File: config.mk
export PLATFORM = sky130hd
export DESIGN_NAME = apb_fsm_controller_flat
export DESIGN_NICKNAME = d
export VERILOG_FILES = /design/src/rtl/apb_fsm_controller_if.sv /design/src/rtl/apb_fsm_controller.sv /design/src/flat_wrapper.sv
export SDC_FILE = /design/constraint.sdc
export NUM_CORES = 1
export LEC_CHECK = 0
export CAP_MARGIN = 20
export CORE_MARGIN = 1
export CORE_UTILIZATION = 37
export CTS_BUF_LIST = sky130_fd_sc_hd__clkbuf_8 sky130_fd_sc_hd__clkbuf_16
export CTS_CLUSTER_SIZE = 10
export DETAILED_ROUTE_END_ITERATION = 6
export PLACE_DENSITY = 0.75
export SETUP_SLACK_MARGIN = 0.02
export SYNTH_ARGS = -nofsm -noshare
export SYNTH_HDL_FRONTEND = slang
export SYNTH_SLANG_ARGS = --single-unit
File: constraint.sdc
create_clock -name HCLK -period 1.8 [get_ports HCLK]
set_input_delay 0.36 -clock HCLK [delete_from_list [all_inputs] [get_ports HCLK]]
set_output_delay 0.36 -clock HCLK [all_outputs]
set_load 0.02 [all_outputs]
File: src/rtl/apb_fsm_controller_if.sv
// Bus bundle between the AHB slave-interface stage, the APB master FSM
// and the APB peripherals. "master" is the view seen by the bridge FSM.
interface apb_fsm_controller_if;
  // Decoded AHB side, produced by the upstream slave-interface stage
  logic        valid;
  logic [2:0]  TEMP_SEL;
  logic [1:0]  HTRANS;
  logic        HREADYin;
  logic        HWRITE;
  logic [31:0] HADDR;
  logic [31:0] HADDR_1;
  logic [31:0] HWDATA;
  // APB side
  logic        PREADY;
  logic [2:0]  PSEL;
  logic        PENABLE;
  logic        PWRITE;
  logic [31:0] PADDR;
  logic [31:0] PWDATA;
  // Back-pressure and status towards AHB
  logic        HREADYout;
  logic        apb_timeout;

  modport master (
    input  valid, TEMP_SEL, HTRANS, HREADYin, HWRITE, HADDR, HADDR_1, HWDATA, PREADY,
    output PSEL, PENABLE, PWRITE, PADDR, PWDATA, HREADYout, apb_timeout
  );

  modport slave (
    output valid, TEMP_SEL, HTRANS, HREADYin, HWRITE, HADDR, HADDR_1, HWDATA, PREADY,
    input  PSEL, PENABLE, PWRITE, PADDR, PWDATA, HREADYout, apb_timeout
  );
endinterface

File: src/rtl/apb_fsm_controller.sv
// APB master state machine of the AHB-to-APB bridge. Turns accepted AHB
// transfers into APB setup/access cycles, stalls AHB through HREADYout
// while a transfer is in flight and aborts transfers stuck in wait states.
module apb_fsm_controller #(
  parameter int TIMEOUT = 16,
  parameter int CNT_W   = 8
) (
  input  logic                 HCLK,
  input  logic                 HRESETn,
  apb_fsm_controller_if.master bus
);

  typedef enum logic [2:0] {
    IDLE,
    WWAIT,
    RSETUP,
    WSETUP,
    RENABLE,
    WENABLE
  } state_t;

  localparam logic [CNT_W-1:0] CNT_LIMIT = CNT_W'(TIMEOUT - 1);

  state_t           state;
  logic [2:0]       sel_q;
  logic [CNT_W-1:0] wait_cnt;

  logic sel_onehot;
  logic acc;
  logic at_limit;
  logic in_enable;
  logic decode_slot;

  // Only a single-peripheral select counts as a real transfer
  assign sel_onehot  = (bus.TEMP_SEL == 3'b001) || (bus.TEMP_SEL == 3'b010) ||
                       (bus.TEMP_SEL == 3'b100);
  assign acc         = bus.valid & bus.HTRANS[1] & bus.HREADYin & sel_onehot;
  assign at_limit    = (wait_cnt == CNT_LIMIT);
  assign in_enable   = (state == RENABLE) || (state == WENABLE);
  // Cycles in which a new AHB transfer may be picked up: idle, or the
  // completing access cycle so pipelined transfers run back to back
  assign decode_slot = (state == IDLE) || (in_enable && bus.PREADY);

  // AHB ready: free when idle, otherwise only on the last access cycle
  always_comb begin
    bus.HREADYout = 1'b0;
    case (state)
      IDLE:             bus.HREADYout = 1'b1;
      RENABLE, WENABLE: bus.HREADYout = bus.PREADY | at_limit;
      default:          bus.HREADYout = 1'b0;
    endcase
  end

  // Transfer sequencing with registered APB outputs
  always_ff @(posedge HCLK or negedge HRESETn) begin
    if (!HRESETn) begin
      state           <= IDLE;
      sel_q           <= 3'b000;
      wait_cnt        <= '0;
      bus.PSEL        <= 3'b000;
      bus.PENABLE     <= 1'b0;
      bus.PWRITE      <= 1'b0;
      bus.PADDR       <= 32'h0;
      bus.PWDATA      <= 32'h0;
      bus.apb_timeout <= 1'b0;
    end else begin
      bus.apb_timeout <= 1'b0;
      if (decode_slot) begin
        bus.PENABLE <= 1'b0;
        if (acc && !bus.HWRITE) begin
          state      <= RSETUP;
          bus.PADDR  <= bus.HADDR;
          bus.PSEL   <= bus.TEMP_SEL;
          bus.PWRITE <= 1'b0;
        end else if (acc && bus.HWRITE) begin
          // Write data arrives one cycle later, so park in WWAIT first
          state    <= WWAIT;
          sel_q    <= bus.TEMP_SEL;
          bus.PSEL <= 3'b000;
        end else begin
          state    <= IDLE;
          bus.PSEL <= 3'b000;
        end
      end else begin
        case (state)
          WWAIT: begin
            state      <= WSETUP;
            bus.PADDR  <= bus.HADDR_1;
            bus.PWDATA <= bus.HWDATA;
            bus.PSEL   <= sel_q;
            bus.PWRITE <= 1'b1;
          end
          RSETUP: begin
            state       <= RENABLE;
            bus.PENABLE <= 1'b1;
            wait_cnt    <= '0;
          end
          WSETUP: begin
            state       <= WENABLE;
            bus.PENABLE <= 1'b1;
            wait_cnt    <= '0;
          end
          RENABLE, WENABLE: begin
            // Only reached with PREADY low: count a wait state or give up
            if (at_limit) begin
              state           <= IDLE;
              bus.PSEL        <= 3'b000;
              bus.PENABLE     <= 1'b0;
              bus.apb_timeout <= 1'b1;
            end else begin
              wait_cnt <= wait_cnt + CNT_W'(1);
            end
          end
          default: begin
            state       <= IDLE;
            bus.PSEL    <= 3'b000;
            bus.PENABLE <= 1'b0;
          end
        endcase
      end
    end
  end

endmodule

File: src/flat_wrapper.sv
// flat-port wrapper written by rule: the top's interface ports become plain ports
module apb_fsm_controller_flat 
#(
  parameter int TIMEOUT = 16,
  parameter int CNT_W   = 8
)
  (HCLK, HRESETn, bus_valid, bus_TEMP_SEL, bus_HTRANS, bus_HREADYin, bus_HWRITE, bus_HADDR, bus_HADDR_1, bus_HWDATA, bus_PREADY, bus_PSEL, bus_PENABLE, bus_PWRITE, bus_PADDR, bus_PWDATA, bus_HREADYout, bus_apb_timeout);
  apb_fsm_controller_if bus_i ();
  input  logic HCLK;
  input  logic HRESETn;
  input wire logic [$bits(bus_i.valid)-1:0] bus_valid;
  input wire logic [$bits(bus_i.TEMP_SEL)-1:0] bus_TEMP_SEL;
  input wire logic [$bits(bus_i.HTRANS)-1:0] bus_HTRANS;
  input wire logic [$bits(bus_i.HREADYin)-1:0] bus_HREADYin;
  input wire logic [$bits(bus_i.HWRITE)-1:0] bus_HWRITE;
  input wire logic [$bits(bus_i.HADDR)-1:0] bus_HADDR;
  input wire logic [$bits(bus_i.HADDR_1)-1:0] bus_HADDR_1;
  input wire logic [$bits(bus_i.HWDATA)-1:0] bus_HWDATA;
  input wire logic [$bits(bus_i.PREADY)-1:0] bus_PREADY;
  output wire logic [$bits(bus_i.PSEL)-1:0] bus_PSEL;
  output wire logic [$bits(bus_i.PENABLE)-1:0] bus_PENABLE;
  output wire logic [$bits(bus_i.PWRITE)-1:0] bus_PWRITE;
  output wire logic [$bits(bus_i.PADDR)-1:0] bus_PADDR;
  output wire logic [$bits(bus_i.PWDATA)-1:0] bus_PWDATA;
  output wire logic [$bits(bus_i.HREADYout)-1:0] bus_HREADYout;
  output wire logic [$bits(bus_i.apb_timeout)-1:0] bus_apb_timeout;
  assign bus_i.valid = bus_valid;
  assign bus_i.TEMP_SEL = bus_TEMP_SEL;
  assign bus_i.HTRANS = bus_HTRANS;
  assign bus_i.HREADYin = bus_HREADYin;
  assign bus_i.HWRITE = bus_HWRITE;
  assign bus_i.HADDR = bus_HADDR;
  assign bus_i.HADDR_1 = bus_HADDR_1;
  assign bus_i.HWDATA = bus_HWDATA;
  assign bus_i.PREADY = bus_PREADY;
  assign bus_PSEL = bus_i.PSEL;
  assign bus_PENABLE = bus_i.PENABLE;
  assign bus_PWRITE = bus_i.PWRITE;
  assign bus_PADDR = bus_i.PADDR;
  assign bus_PWDATA = bus_i.PWDATA;
  assign bus_HREADYout = bus_i.HREADYout;
  assign bus_apb_timeout = bus_i.apb_timeout;
  apb_fsm_controller #(.TIMEOUT(TIMEOUT), .CNT_W(CNT_W)) u_core (.HCLK(HCLK), .HRESETn(HRESETn), .bus(bus_i));
endmodule
==> metrics.log <==
[metrics] CTS tree: built
[metrics] cell count of the worst reg-to-reg path: 6
[metrics] Worst Max-Slew Pin Slew: 0.439 ns
[metrics] required arrival time at the worst endpoint: roughly 1.4 ns
[metrics] CTS HTree Levels: 3
[metrics] status: finished, violations left
[metrics] fraction of final layout cells with drive strength greater than 1: 28.0%
[metrics] Boundary Pins: around 180
[metrics] worst hold path class: in2async
[metrics] Final setup viols: 2
[metrics] remaining antenna violation count after routing: 0
[metrics] Post-synth top flop: sky130_fd_sc_hd__dfrtp_1
[metrics] number of standard cells after synthesis: between 200 and 300
[metrics] synthesized net count: roughly 380
[metrics] final weighted congestion in routability-driven placement: about 0.90
[metrics] clock root buffer: sky130_fd_sc_hd__clkbuf_8
[metrics] remaining routing DRC violations: 0
[metrics] overflow left after global routing: 0
[metrics] maximum clock frequency: 529 MHz
[metrics] critical-path maximum fanout: 2
[metrics] logic gate share of total power: around 56%
[metrics] Nets: approximately 600
[metrics] Worst Setup Slack post-DPL: -0.380 ns
[metrics] Post-synth ARST share: 100%
[metrics] horizontal extent of the die: roughly 100 um
[metrics] Area contributors post-synth: sky130_fd_sc_hd__dfrtp_1 (56%), sky130_fd_sc_hd__mux2_2 (11%), sky130_fd_sc_hd__o221a_1 (8.7%)
[metrics] ratio of final minimum period to clock period: 105%
[metrics] post-DR wirelength/cell: between 15 and 20 um
[metrics] number of max-slew violations in the final report: 0
[metrics] global-route wire length before repair: ~17 mm
[metrics] post-CTS clock slew at the launch and capture registers of the worst setup and hold paths: roughly 0.080 ns
[metrics] clock share of power: approximately an eighth
[metrics] power per cell area: 1650 nW/um^2
[metrics] mean number of vias per cell: 5.13
[metrics] library cell occupying the most area in the post-synthesis netlist: sky130_fd_sc_hd__dfrtp_1
[metrics] chip height: 103 um
[metrics] RSZ-0062 raised after global routing: yes
[metrics] worst supply voltage drop on vdd: between 0.0008 and 0.0009 V
[metrics] count of state elements after synthesis: between 80 and 90
[metrics] Detailed Route WL: around 12 mm
[metrics] top cells by count, synth: sky130_fd_sc_hd__dfrtp_1 (84), sky130_fd_sc_hd__mux2_2 (36), sky130_fd_sc_hd__o221a_1 (29), sky130_fd_sc_hd__or3_2 (18), sky130_fd_sc_hd__or3_1 (14)
[metrics] crit path setup slack, layout: -0.0911 ns
[metrics] Layout Area Growth over Synthesis: 72.2%
[metrics] number of synthesis warnings: 0
[metrics] fraction of synthesized cell area taken by the top area cell type: a little under three fifths
[metrics] startpoint types: flip-flop
[metrics] Post-synth EDFFs: 0
[metrics] Std-Cell Core Area: between 9000 and 10000 um^2
[metrics] initial antenna violation count: 0
[metrics] violation count after the first detailed-route iteration: 112
[metrics] share of power burned in registers: 30.4%
[metrics] number of library cell types mapped by synthesis: 46
[metrics] sw frac: 35.5%
[metrics] critical path data arrival time: between 1.5 and 2 ns
[metrics] nature of the critical path endpoint: output port
[metrics] internal portion of total power: between 6 and 7 mW
[metrics] die area: about 11000 um^2
[metrics] number of global-route vias before repair: 3296
[metrics] max-capacitance violation count: 0
[metrics] Vias: roughly 3200
[metrics] total routing resource utilization after global routing: a little over a fifth
[metrics] maximum number of pins on one net before global-route repair: 37
[metrics] net switching power: 3.79 mW
[metrics] leakage dissipation: approximately 2.6 nW
[metrics] detailed-routing iteration count for the pre-antenna-repair pass: 4
[metrics] clock tree skew after final layout: 0.00624 ns
[metrics] hold violation total from the final report: 0
[metrics] sequential-to-total area share from yosys stat: between 50% and 60%
[metrics] Max clock buf depth: 2
[metrics] initial standard-cell utilization of the core: between 30% and 40%
[metrics] Port Buf Inserts: roughly 180
[metrics] worst rel slew slack: between 70% and 80%
[metrics] HPWL reported at the end of detailed placement: approximately 7.5 mm
[metrics] average footprint of a synthesized cell: 13.6 um^2
[metrics] number of sinks driven by the clock tree: 84
[metrics] number of diodes: 0
[metrics] total chip power: about 11 mW
[metrics] cell count after placement: between 500 and 600
[metrics] later-pin clock latency in the skew report: roughly 0.35 ns
[metrics] Netlist Area Pre-Place: 3750 um^2
[metrics] kind of critical path: reg2out
[metrics] Inserted Clock Buffers: 9
[metrics] violations in the final reports: setup timing
[metrics] Non-Filler Instances: 633
[metrics] leading cell type by number of instances after synthesis: sky130_fd_sc_hd__dfrtp_1
[metrics] Std-Cell Rows: 36
[metrics] Final Critical Period: 1.89 ns
-- timing repair --
action / in CTS / in global routing
setup buffers: 10 / 1
hold buffers: 1 / 0
pin swaps: 13 / 9
gates resized for setup: 22 / 26
cloned: 5 / 3
hold endpoints to repair: 29 / 0
endpoints found under the setup margin: 59 / 51
-- power by group through the flow --
stage	Clock (mW)	Sequential (mW)	Combinational [mW]
after floorplan	0	4.15	1.96
after global placement	0	3.22	5.18
after detailed placement	0	3.26	5.30
after CTS	1.46	3.24	5.75
after global routing	1.55	3.36	6.33
final	1.42	3.25	6.00
-- layout make-up --
type / instances / area (um^2)
well taps: 133 / 166
clock inverters: 6 / 80.1
inverters: 5 / 18.8
flip-flops and latches: 84 / 2100
fillers: 746 / 3320
repair buffers: 226 / 2350
clock buffers: 9 / 124
multi-input cells: 170 / 1620
-- sequential cells by signal, summed over array words and instances, names as in the netlist --
name and flops:
u_core.bus.PADDR 32, u_core.bus.PENABLE 1, u_core.bus.PSEL 3, u_core.bus.PWDATA 32, u_core.bus.PWRITE 1, u_core.bus.apb_timeout 1
u_core.sel_q 3, u_core.state 3, u_core.wait_cnt 8
-- worst max-delay path, stage by stage, from the launching register on --
cell and delay (ns):
sky130_fd_sc_hd__dfrtp_1 0.39, sky130_fd_sc_hd__nor4_2 0.28, sky130_fd_sc_hd__buf_4 0.16, sky130_fd_sc_hd__a32oi_2 0.11, sky130_fd_sc_hd__nor2_1 0.10, sky130_fd_sc_hd__buf_4 0.14
-- placed cells by master, fill, tap and decap left out, types with 9 or more instances in the layout --
cell type / synthesis / layout
sky130_fd_sc_hd__clkbuf_8: 0 / 9
sky130_fd_sc_hd__or3_2: 18 / 18
sky130_fd_sc_hd__mux2_4: 0 / 12
sky130_fd_sc_hd__buf_4: 2 / 33
sky130_fd_sc_hd__or3_1: 14 / 14
sky130_fd_sc_hd__dfrtp_1: 84 / 84
sky130_fd_sc_hd__o221a_1: 29 / 29
sky130_fd_sc_hd__mux2_2: 36 / 24
sky130_fd_sc_hd__clkdlybuf4s50_1: 0 / 174
-- metal layers --
metal,global-route usage (%),routed length (um),vias up
met3,4.75,771,13
met2,35.3,5690,120
met5,0,0,-
li1,-,-,1493
met1,27.5,5220,1619
met4,7.69,152,0
-- worst paths after layout --
path / startpoint / end / slack (ns)
worst max-delay path: u_core.wait_cnt[4]$_DFFE_PN0P_ / bus_HREADYout / -0.09
worst min-delay path: HRESETn / u_core.bus.PWDATA[23]$_DFFE_PN0P_ / 0.49
worst max register to register: u_core.state[2]$_DFFE_PN0P_ / u_core.bus.PWDATA[15]$_DFFE_PN0P_ / -0.01
worst min register to register: u_core.bus.PWRITE$_DFFE_PN0P_ / u_core.bus.PWRITE$_DFFE_PN0P_ / 0.49
max in group asynchronous: HRESETn / u_core.bus.PENABLE$_DFFE_PN0P_ / 0.80
min in group HCLK: u_core.bus.PWRITE$_DFFE_PN0P_ / u_core.bus.PWRITE$_DFFE_PN0P_ / 0.49
-- cells by family after synthesis --
kind of cell / Yosys count / synth area share, %
adder cells (fa/ha/maj): 1 / 0.334
multiplexers: 36 / 10.8
flip-flops: 84 / 56.1
buffers and inverters: 25 / 5.41
XOR/XNOR: 4 / 0.935
AO/OA/AOI/OAI: 56 / 14.7
AND/OR/NAND/NOR: 69 / 11.8
-- stage by stage --
stage,hold WS (ns),cell area (um^2),util [%],TNS (ns)
global route,0.525,6450,66.0,-0.767
floorplan,0.0644,3750,-,0
CTS,0.492,6320,64.6,-0.641
detailed placement,0.334,5820,59.5,-15.75
finish,0.489,6450,66.0,-0.0979
global placement,0.324,5820,59.5,-14.86
Power figures use the tool's default switching activity.
